<file path="src/rtl/rvx_bus_arbiter.sv">
// Two-requester (ibus/dbus) arbiter onto one RAM-style memory port, with response watchdog.
// Define RVX_BUS_ARBITER_ROUND_ROBIN_EN for round-robin grant on collisions (default: D over I).
module rvx_bus_arbiter #(
  parameter int unsigned MAX_WAIT      = 255,
  parameter int unsigned ADDRESS_WIDTH = 32
) (
  input  logic                     clock,
  input  logic                     reset,
  input  logic [ADDRESS_WIDTH-1:0] ibus_address,
  input  logic                     ibus_rrequest,
  output logic [31:0]              ibus_rdata,
  output logic                     ibus_rresponse,
  input  logic [ADDRESS_WIDTH-1:0] dbus_address,
  input  logic                     dbus_rrequest,
  input  logic                     dbus_wrequest,
  input  logic [31:0]              dbus_wdata,
  input  logic [3:0]               dbus_wstrobe,
  output logic [31:0]              dbus_rdata,
  output logic                     dbus_rresponse,
  output logic                     dbus_wresponse,
  output logic [ADDRESS_WIDTH-1:0] mem_address,
  output logic                     mem_rrequest,
  output logic                     mem_wrequest,
  output logic [31:0]              mem_wdata,
  output logic [3:0]               mem_wstrobe,
  input  logic [31:0]              mem_rdata,
  input  logic                     mem_rresponse,
  input  logic                     mem_wresponse,
  output logic                     timeout_error
);

  localparam int unsigned CNT_W = (MAX_WAIT > 0) ? $clog2(MAX_WAIT + 1) : 1;
  localparam logic OWN_I = 1'b0;
  localparam logic OWN_D = 1'b1;

  typedef enum logic {IDLE, BUSY} state_t;

  state_t                   state_q, state_d;
  logic                     owner_q, owner_d;
  logic                     kind_w_q, kind_w_d;
  logic [CNT_W-1:0]         cnt_q, cnt_d;
  logic                     i_valid_q, i_valid_d;
  logic [ADDRESS_WIDTH-1:0] i_addr_q, i_addr_d;
  logic                     d_valid_q, d_valid_d;
  logic                     d_write_q, d_write_d;
  logic [ADDRESS_WIDTH-1:0] d_addr_q, d_addr_d;
  logic [31:0]              d_wdata_q, d_wdata_d;
  logic [3:0]               d_wstrobe_q, d_wstrobe_d;
  logic [ADDRESS_WIDTH-1:0] mem_address_q, mem_address_d;
  logic                     mem_rrequest_q, mem_rrequest_d;
  logic                     mem_wrequest_q, mem_wrequest_d;
  logic [31:0]              mem_wdata_q, mem_wdata_d;
  logic [3:0]               mem_wstrobe_q, mem_wstrobe_d;
`ifdef RVX_BUS_ARBITER_ROUND_ROBIN_EN
  logic                     last_d_q, last_d_d;
`endif

  logic busy_c, resp_ok_c, timeout_c, done_c;
  logic i_load_c, d_load_c, i_avail_c, d_avail_c, grant_d_c, grant_i_c;

  // Completion detection; reset masks any response forwarding
  always_comb begin
    busy_c    = (state_q == BUSY);
    resp_ok_c = busy_c && !reset && (kind_w_q ? mem_wresponse : mem_rresponse);
    timeout_c = busy_c && !reset && (MAX_WAIT != 0) && !resp_ok_c &&
                (cnt_q == CNT_W'(MAX_WAIT));
    done_c    = resp_ok_c || timeout_c;
  end

  // Requests into an occupied slot are dropped; slots loading this edge are already eligible
  always_comb begin
    i_load_c  = ibus_rrequest && !i_valid_q;
    d_load_c  = (dbus_rrequest || dbus_wrequest) && !d_valid_q;
    i_avail_c = i_load_c || (i_valid_q && !(busy_c && owner_q == OWN_I));
    d_avail_c = d_load_c || (d_valid_q && !(busy_c && owner_q == OWN_D));
`ifdef RVX_BUS_ARBITER_ROUND_ROBIN_EN
    grant_d_c = d_avail_c && (!i_avail_c || !last_d_q);
`else
    grant_d_c = d_avail_c;
`endif
    grant_i_c = i_avail_c && !grant_d_c;
  end

  // Next-state: slot capture, completion, and issue (back-to-back issue on the completion edge)
  always_comb begin
    state_d        = state_q;
    owner_d        = owner_q;
    kind_w_d       = kind_w_q;
    cnt_d          = cnt_q;
    i_valid_d      = i_valid_q;
    i_addr_d       = i_addr_q;
    d_valid_d      = d_valid_q;
    d_write_d      = d_write_q;
    d_addr_d       = d_addr_q;
    d_wdata_d      = d_wdata_q;
    d_wstrobe_d    = d_wstrobe_q;
    mem_address_d  = mem_address_q;
    mem_rrequest_d = 1'b0;
    mem_wrequest_d = 1'b0;
    mem_wdata_d    = mem_wdata_q;
    mem_wstrobe_d  = mem_wstrobe_q;
`ifdef RVX_BUS_ARBITER_ROUND_ROBIN_EN
    last_d_d       = last_d_q;
`endif

    if (i_load_c) begin
      i_valid_d = 1'b1;
      i_addr_d  = ibus_address;
    end
    if (d_load_c) begin
      d_valid_d   = 1'b1;
      d_write_d   = dbus_wrequest;
      d_addr_d    = dbus_address;
      d_wdata_d   = dbus_wdata;
      d_wstrobe_d = dbus_wstrobe;
    end

    if (done_c) begin
      state_d = IDLE;
      if (owner_q == OWN_I) i_valid_d = 1'b0;
      else                  d_valid_d = 1'b0;
    end else if (busy_c && MAX_WAIT != 0) begin
      cnt_d = cnt_q + CNT_W'(1);
    end

    if ((!busy_c || done_c) && (grant_d_c || grant_i_c)) begin
      state_d = BUSY;
      cnt_d   = '0;
      owner_d = grant_d_c ? OWN_D : OWN_I;
`ifdef RVX_BUS_ARBITER_ROUND_ROBIN_EN
      last_d_d = grant_d_c;
`endif
      if (grant_d_c) begin
        kind_w_d      = d_load_c ? dbus_wrequest : d_write_q;
        mem_address_d = d_load_c ? dbus_address  : d_addr_q;
        mem_wdata_d   = d_load_c ? dbus_wdata    : d_wdata_q;
        mem_wstrobe_d = d_load_c ? dbus_wstrobe  : d_wstrobe_q;
      end else begin
        kind_w_d      = 1'b0;
        mem_address_d = i_load_c ? ibus_address : i_addr_q;
        mem_wdata_d   = '0;
        mem_wstrobe_d = '0;
      end
      mem_rrequest_d = !kind_w_d;
      mem_wrequest_d = kind_w_d;
    end
  end

  always_ff @(posedge clock) begin
    if (reset) begin
      state_q        <= IDLE;
      owner_q        <= OWN_I;
      kind_w_q       <= 1'b0;
      cnt_q          <= '0;
      i_valid_q      <= 1'b0;
      i_addr_q       <= '0;
      d_valid_q      <= 1'b0;
      d_write_q      <= 1'b0;
      d_addr_q       <= '0;
      d_wdata_q      <= '0;
      d_wstrobe_q    <= '0;
      mem_address_q  <= '0;
      mem_rrequest_q <= 1'b0;
      mem_wrequest_q <= 1'b0;
      mem_wdata_q    <= '0;
      mem_wstrobe_q  <= '0;
`ifdef RVX_BUS_ARBITER_ROUND_ROBIN_EN
      last_d_q       <= 1'b0;
`endif
    end else begin
      state_q        <= state_d;
      owner_q        <= owner_d;
      kind_w_q       <= kind_w_d;
      cnt_q          <= cnt_d;
      i_valid_q      <= i_valid_d;
      i_addr_q       <= i_addr_d;
      d_valid_q      <= d_valid_d;
      d_write_q      <= d_write_d;
      d_addr_q       <= d_addr_d;
      d_wdata_q      <= d_wdata_d;
      d_wstrobe_q    <= d_wstrobe_d;
      mem_address_q  <= mem_address_d;
      mem_rrequest_q <= mem_rrequest_d;
      mem_wrequest_q <= mem_wrequest_d;
      mem_wdata_q    <= mem_wdata_d;
      mem_wstrobe_q  <= mem_wstrobe_d;
`ifdef RVX_BUS_ARBITER_ROUND_ROBIN_EN
      last_d_q       <= last_d_d;
`endif
    end
  end

  // Responses are forwarded in the same cycle as the memory completion
  always_comb begin
    ibus_rresponse = done_c && (owner_q == OWN_I);
    dbus_rresponse = done_c && (owner_q == OWN_D) && !kind_w_q;
    dbus_wresponse = done_c && (owner_q == OWN_D) && kind_w_q;
    ibus_rdata     = (ibus_rresponse && resp_ok_c) ? mem_rdata : 32'd0;
    dbus_rdata     = (dbus_rresponse && resp_ok_c) ? mem_rdata : 32'd0;
    timeout_error  = timeout_c;
  end

  assign mem_address  = mem_address_q;
  assign mem_rrequest = mem_rrequest_q;
  assign mem_wrequest = mem_wrequest_q;
  assign mem_wdata    = mem_wdata_q;
  assign mem_wstrobe  = mem_wstrobe_q;

endmodule

</file>
<file path="config.mk">
export PLATFORM = sky130hd
export DESIGN_NAME = rvx_bus_arbiter
export DESIGN_NICKNAME = d
export VERILOG_FILES = /design/src/rtl/rvx_bus_arbiter.sv
export SDC_FILE = /design/constraint.sdc
export NUM_CORES = 1
export LEC_CHECK = 0
export BUFFER_PORTS_ARGS = -buffer_cell sky130_fd_sc_hd__buf_4
export CAP_MARGIN = 40
export CORE_MARGIN = 4
export CORE_UTILIZATION = 40
export DETAILED_ROUTE_END_ITERATION = 7
export HOLD_SLACK_MARGIN = 0.06
export PLACE_DENSITY = 0.65
export SKIP_CTS_REPAIR_TIMING = 1
export SYNTH_ARGS = -nofsm -noshare
export SYNTH_HDL_FRONTEND = slang
export SYNTH_SLANG_ARGS = --single-unit
</file>
<file path="constraint.sdc">
create_clock -name clock -period 4.4 [get_ports clock]
set_input_delay 0.22 -clock clock [delete_from_list [all_inputs] [get_ports clock]]
set_output_delay 0.22 -clock clock [all_outputs]
set_load 0.01 [all_outputs]
</file>
==> results.toml, run 1 <==
[logic_synthesis]
synthesis.area_um2 = 7610
synth_seq_cells = 184
synth_async_sr_flop_share_pct = 0
synth_nets = 973
syn_area_per_cell_um2 = 9.14
synth_warnings = 0
ys_seq_area_share_pct = 48.4
synth_commonest_cells = "dfxtp_1, nand2_1, a21oi_1"
synth_top_area_share_pct = 48.4
synth_area_leaders = "dfxtp_1, mux2i_1, nand2_1, and2_1, a32o_1"
post-synth-top-count-cell = "dfxtp_1"
ys_types = 52
synth_edf_count = 0
synth_top_flop_cell = "dfxtp_1"
syn-instance-count = 833
synth_top_area_cell = "dfxtp_1"

[drt]
first_pass_iters = 5
drc_errors = 0
via_count = 7004
wl_mm = 23.3
routed_via_density = 5.19
wl_per_cell_um = 17.3
first_iter_violations = 402
final_antenna_net_count = 0

[cts]
clockBufferDepth = 2
clk_pin_slew_ns = 0.08
cts_buffers = 17
cts_htree_levels = 4
cts_tree = "done"
cts_root_buf = "clkbuf_16"
cts_sinks = 184
clk_latency_ns = 0.43

[placed_design]
dpl.cell_count = 1280
io_buffers = 276
dp_hpwl_mm = 16.0
gp_congestion = 0.826

[setup_path]
cp-end-kind = "primary output"
worst-path-buf-inv = 3
crit_family = "buffers and inverters"
crit_chain = "buf_4 > inv_2 > and3_1 > and2_1 > buf_4"
path_max_fanout = 86
max_stage_delay_ns = 0.67
cp_common_cell = "buf_4"
crit_slowest_cell = "buf_4"
crit_type = "primary input to primary output"
cp.required_ns = 4.18
cp_data_arrival_time_ns = 2.47
start_kind = "primary input"

[pwr]
power.density_nw_per_um2 = 382
irDropWorstVdd_uv = 300
p_leak_nw = 4.88

[timing]
min_period_over_period_pct = 61.2
tns_ns = 0
rsz0062_at_grt = "no"
maxSlewHeadroom_pct = 40.0
fmax_mhz = 371
setup_viol = 0
slew_violations = 0
hold_viol_final = 0
final.min_clock_period_ns = 2.69
skew_ns = 0.0136
worst_slew_pin_slew_ns = 0.900

[grt]
grt_pass1_wl_mm = 35.8
grt_pass1_vias = 6592
grtUsageTotal_pct = 20.8
antenna_found_initial = 0
grt_max_degree = 87
gr-total-overflow = 0

[die]
die_h_um = 146
die_width_um = 146
floorplan.initialDensity_pct = 40.7
die_area_um2 = 21300
rows = 50
coreArea_um2 = 18700
ios = 277

[hold_path]
hp-class = "primary input to register"

[run]
max_cap_viol_count = 0

[layout]
drive_gt1_share_pct = 30.0
nets = 1242
antenna_cells = 0
area_delta_synth_final_pct = 41.1
fin_cells = 1349

[status]
status = "completed"
-- flip-flops by register name (all words and copies together), names as in the netlist, 4 cells and up --
name	flops
d_addr_q	32
d_wstrobe_q	4
mem_address	32
mem_wstrobe	4
mem_wdata	32
d_wdata_q	32
cnt_q	8
i_addr_q	32
-- cells in the final DEF, fill, tap and decap left out, drive strengths merged, types with 2 or more instances in the layout --
cell type / synthesis / layout
dlygate4sd3: 0 / 37
a21oi: 72 / 72
nand4: 5 / 5
a31oi: 6 / 6
and3: 2 / 2
nand3: 6 / 6
clkbuf: 41 / 17
dfxtp: 184 / 184
nor2: 34 / 34
o211ai: 6 / 6
o21ai: 2 / 2
or4: 4 / 4
inv: 3 / 8
nand2: 170 / 170
buf: 33 / 287
nor3: 2 / 2
nand3b: 2 / 2
nor3b: 2 / 2
o22ai: 32 / 32
nand4b: 2 / 2
and2: 67 / 67
a32o: 36 / 36
o2111ai: 2 / 2
a211o: 32 / 32
mux2i: 66 / 66
clkinv: 0 / 9
nor2b: 3 / 3
-- cell type report --
type                       count  area (um2)
clock buffer                  17         425
clock inverter                15         178
sequential                   184        3680
multi-input combinational    572        3590
fill                        1674        7970
timing repair buffer         324        2560
inverter                       3        11.3
tap                          234         293
-- kinds of logic (layout without fill, tap and decap cells) --
kind of cell / after synthesis / after routing / share of synthesized area, %
compound gates: 198 / 198 / 18.9
buf+inv: 77 / 359 / 4.72
simple gates: 306 / 306 / 18.8
flops: 184 / 184 / 48.4
fa+ha+maj: 1 / 1 / 0.164
mux: 67 / 67 / 8.99
-- worst paths after layout --
check                          startpoint                       to  slack (ns)  cells past startpoint
hold reg to reg   d_addr_q[31]$_SDFF_PP0_  d_addr_q[31]$_SDFF_PP0_        0.46                      2
hold / removal           ibus_address[27]  i_addr_q[27]$_SDFF_PP0_        0.04                      3
setup reg to reg     d_valid_q$_SDFF_PP0_    kind_w_q$_SDFFE_PP0P_        2.05                      5
setup / recovery                    reset           dbus_rdata[29]        1.71                      5
-- worst min-delay path, cell delays in order --
cell and delay (ns):
buf_4 0.07, mux2i_1 0.07, nor2_1 0.08
-- power breakdown --
group / total (mW) / switching (mW) / leakage [nW] / internal, mW
sequential: 1.85 / 0.0623 / 1.51 / 1.79
clock: 1.51 / 0.742 / 0.289 / 0.767
combinational: 0.741 / 0.381 / 3.07 / 0.360
total: 4.10 / 1.18 / 4.88 / 2.92
-- metal layers --
layer / GRT usage, % / routed length, um / vias up
li1: - / - / 3469
met1: 24.0 / 9170 / 3232
met2: 36.4 / 11800 / 272
met3: 6.66 / 1780 / 31
met4: 6.93 / 541 / 0
met5: 0 / 0 / -
-- metrics by stage --
stage / instance area, um2 / hold WS [ns] / setup slack [ns] / util (%) / power [mW]
final: 10700 / 0.0405 / 1.71 / 57.4 / 4.10
after global placement: 9720 / 0.442 / 1.79 / 52.0 / 2.59
after detailed placement: 9770 / 0.446 / 1.72 / 52.2 / 2.61
after floorplan: 7610 / 0.356 / 2.61 / - / 2.29
after global routing: 10700 / 0.0605 / 1.51 / 57.4 / 4.29
after CTS: 10400 / 0.0238 / 1.72 / 55.4 / 4.12
(Power assumes the default switching activity.)
==> run 2, diff against run 1 <==
--- a/config.mk
+++ b/config.mk
@@ -5,13 +5,14 @@
 export SDC_FILE = /design/constraint.sdc
 export NUM_CORES = 1
 export LEC_CHECK = 0
+export ABC_AREA = 1
 export BUFFER_PORTS_ARGS = -buffer_cell sky130_fd_sc_hd__buf_4
 export CAP_MARGIN = 40
 export CORE_MARGIN = 4
 export CORE_UTILIZATION = 40
 export DETAILED_ROUTE_END_ITERATION = 7
 export HOLD_SLACK_MARGIN = 0.06
-export PLACE_DENSITY = 0.65
+export PLACE_DENSITY = 0.64
 export SKIP_CTS_REPAIR_TIMING = 1
 export SYNTH_ARGS = -nofsm -noshare
 export SYNTH_HDL_FRONTEND = slang
==> constraint.sdc (replaced) <==
create_clock -name clock -period 2.5 [get_ports clock]
set_input_delay 0.125 -clock clock [delete_from_list [all_inputs] [get_ports clock]]
set_output_delay 0.125 -clock clock [all_outputs]
set_load 0.01 [all_outputs]
==> run 2 against run 1 <==
  * Clock skew increased by 0.0021 ns
  * Hold slack got worse by 0.0066 ns
  * First-iteration DRC count decreased by 7.7%
  * Clock-buffer cell count increased by 1
  * Non-clock buffer count increased by 46
  * Register-to-register slack got worse by 1.7 ns
  * Utilization increased by 0.88 points
  * Critical path depth increased by 6
  * Synthesized cell count increased by 41%
  * Highest routed layer is now met5
==> results.toml, run 2 <==
[logic_synthesis]
syn-instance-count = 1175
synth_area_leaders = "dfxtp_1, nand2_1, nand3_1, inv_1, a21oi_1"
synthesis.area_um2 = 8220
synth_edf_count = 0
synth_async_sr_flop_share_pct = 0
synth_top_area_share_pct = 44.8
synth_warnings = 0
synth_seq_cells = 184
syn_area_per_cell_um2 = 7.00
synth_commonest_cells = "nand2_1, dfxtp_1, nand3_1"
post-synth-top-count-cell = "nand2_1"
synth_top_flop_cell = "dfxtp_1"
ys_seq_area_share_pct = 44.8
synth_nets = 1315
ys_types = 30
synth_top_area_cell = "dfxtp_1"

[setup_path]
cp_common_cell = "nand2_2"
max_stage_delay_ns = 0.38
crit_type = "register to primary output"
crit_slowest_cell = "dfxtp_2"
crit_start = "cnt_q[0]$_SDFFE_PP0P_"
cp.required_ns = 2.38
cp-end-kind = "primary output"
path_max_fanout = 8
crit_chain = "ha_4 > nand3_2 > nor2_2 > nand3_4 > nand2_2 > nand2_2 > nor2_4 > buf_12 > nand2_4 > nor2_1 > buf_4"
reg2reg_from = "owner_q$_SDFFE_PP0P_"
rrSetupSlack_ns = 0.30
worst-path-buf-inv = 2
crit_family = "simple AND/OR/NAND/NOR gates"
start_kind = "register"
cp_data_arrival_time_ns = 2.26

[timing]
hold_viol_final = 0
min_period_over_period_pct = 95.4
skew_ns = 0.0157
worst_slew_pin_slew_ns = 0.767
setup_viol = 0
slew_violations = 0
fmax_mhz = 419
final.min_clock_period_ns = 2.39
maxSlewHeadroom_pct = 48.8

[cts]
cts_htree_levels = 4
cts_root_buf = "clkbuf_16"
clk_latency_ns = 0.43
clockBufferDepth = 2
cts_buffers = 17
cts_tree = "done"
clk_pin_slew_ns = 0.07
cts_sinks = 184

[die]
die_h_um = 151
ios = 277
die_area_um2 = 22900
coreArea_um2 = 20200
floorplan.initialDensity_pct = 40.6
die_width_um = 151
rows = 52

[pwr]
switchingPower_mw = 2.22
irDropWorstVdd_uv = 424
p_int_mw = 5.26
combinationalPowerShare_pct = 20.1
power_mw = 7.49
power.density_nw_per_um2 = 635
seq_power_share_pct = 43.6
p_leak_nw = 6.00
netSwitchingFraction_pct = 29.7
p_clk_share_pct = 36.3

[placed_design]
dp_hpwl_mm = 16.1
dpl.cell_count = 1652
gp_congestion = 0.784
io_buffers = 276

[drt]
via_count = 8483
wl_per_cell_um = 14.5
first_pass_iters = 5
drc_errors = 0
first_iter_violations = 371
wl_mm = 25.5
final_antenna_net_count = 0
routed_via_density = 4.81

[grt]
grt_pass1_wl_mm = 38.1
grt.met2_usage_pct = 33.3
met3_usage_pct = 5.15
grtUsageTotal_pct = 20.7
antenna_found_initial = 2
grt.met1_usage_pct = 27.5
grt_max_degree = 67
gr-total-overflow = 0
grt_pass1_vias = 7569
busiest_layer = "met2"

[layout]
fin_cells = 1763
area_delta_synth_final_pct = 43.5
final_common_cell = "nand2_1"
fillCellCount = 1853
nets = 1619
final_cell_mix = "nand2_1, buf_4, dfxtp_1"
drive_gt1_share_pct = 25.2

[status]
status = "completed"

[hold_path]
min_from = "dbus_wstrobe[3]"
hp-class = "primary input to register"

[run]
max_cap_viol_count = 0
## run 2: cell count changes after synthesis, moves of 58 or more
cell / delta
inv_1: +114
and2_1: -67
nor2_1: +58
nand3_1: +168
mux2i_1: -65
nand2_1: +157
## run 2: cell type report
| type | count | area, um2 | share of cell area [%] |
|---|---|---|---|
| tap | 270 | 338 | 2.86 |
| timing repair buffer | 370 | 2990 | 25.3 |
| antenna | 1 | 2.50 | 0.0212 |
| inverter | 118 | 444 | 3.77 |
| clock buffer | 18 | 439 | 3.72 |
| multi-input combinational | 788 | 3740 | 31.7 |
| clock inverter | 14 | 159 | 1.35 |
| sequential | 184 | 3690 | 31.3 |
## run 2: worst paths after layout
check / end / cells past startpoint
max: dbus_rdata[22] / 11
min: d_wstrobe_q[3]$_SDFF_PP0_ / 4
max reg2reg: cnt_q[1]$_SDFFE_PP0P_ / 8
min reg2reg: mem_wdata[7]$_SDFFE_PP0P_ / 2
## run 2: cells by family after synthesis
logic type	Yosys count	share of synthesized area (%)
compound gates	114	7.98
xor+xnor	5	0.533
flops	184	44.8
fa+ha+maj	1	0.152
simple gates	665	36.0
buf+inv	206	10.6
## run 2: worst reg2reg max path: cells and delay by family, from the launching register on
family	cells	cell delay [ns]
buffers and inverters	2	0.76
and+or+nand+nor	5	0.75
DFF	1	0.42
AOI/OAI and AO/OA	1	0.18
## run 2: through the flow
stage	util, %	setup WS (ns)	instance area [um2]	setup TNS, ns	hold WS (ns)
2_1_floorplan	-	0.775	8220	0	0.292
3_3_place_gp	51.1	0.411	10300	0	0.401
3_5_place_dp	51.3	0.323	10400	0	0.423
4_1_cts	54.2	0.00732	11000	0	-0.0447
5_1_grt	58.3	-0.00221	11800	-0.00383	0.0629
6_report	58.3	0.114	11800	0	0.0338
## run 2: power groups by stage
stage / Combinational (mW) / Clock, mW / Sequential, mW
finish: 1.50 / 2.72 / 3.27
CTS: 1.41 / 2.78 / 3.27
global route: 1.67 / 2.89 / 3.29
detailed placement: 1.40 / 0 / 3.33
global placement: 1.39 / 0 / 3.33
floorplan: 0.801 / 0 / 3.36
## run 2: per-layer routing
layer	vias to the layer above	part of all wire, %
li1	4355	-
met1	3830	45
met2	268	47
met3	28	7.0
met4	2	1.3
met5	-	0.027
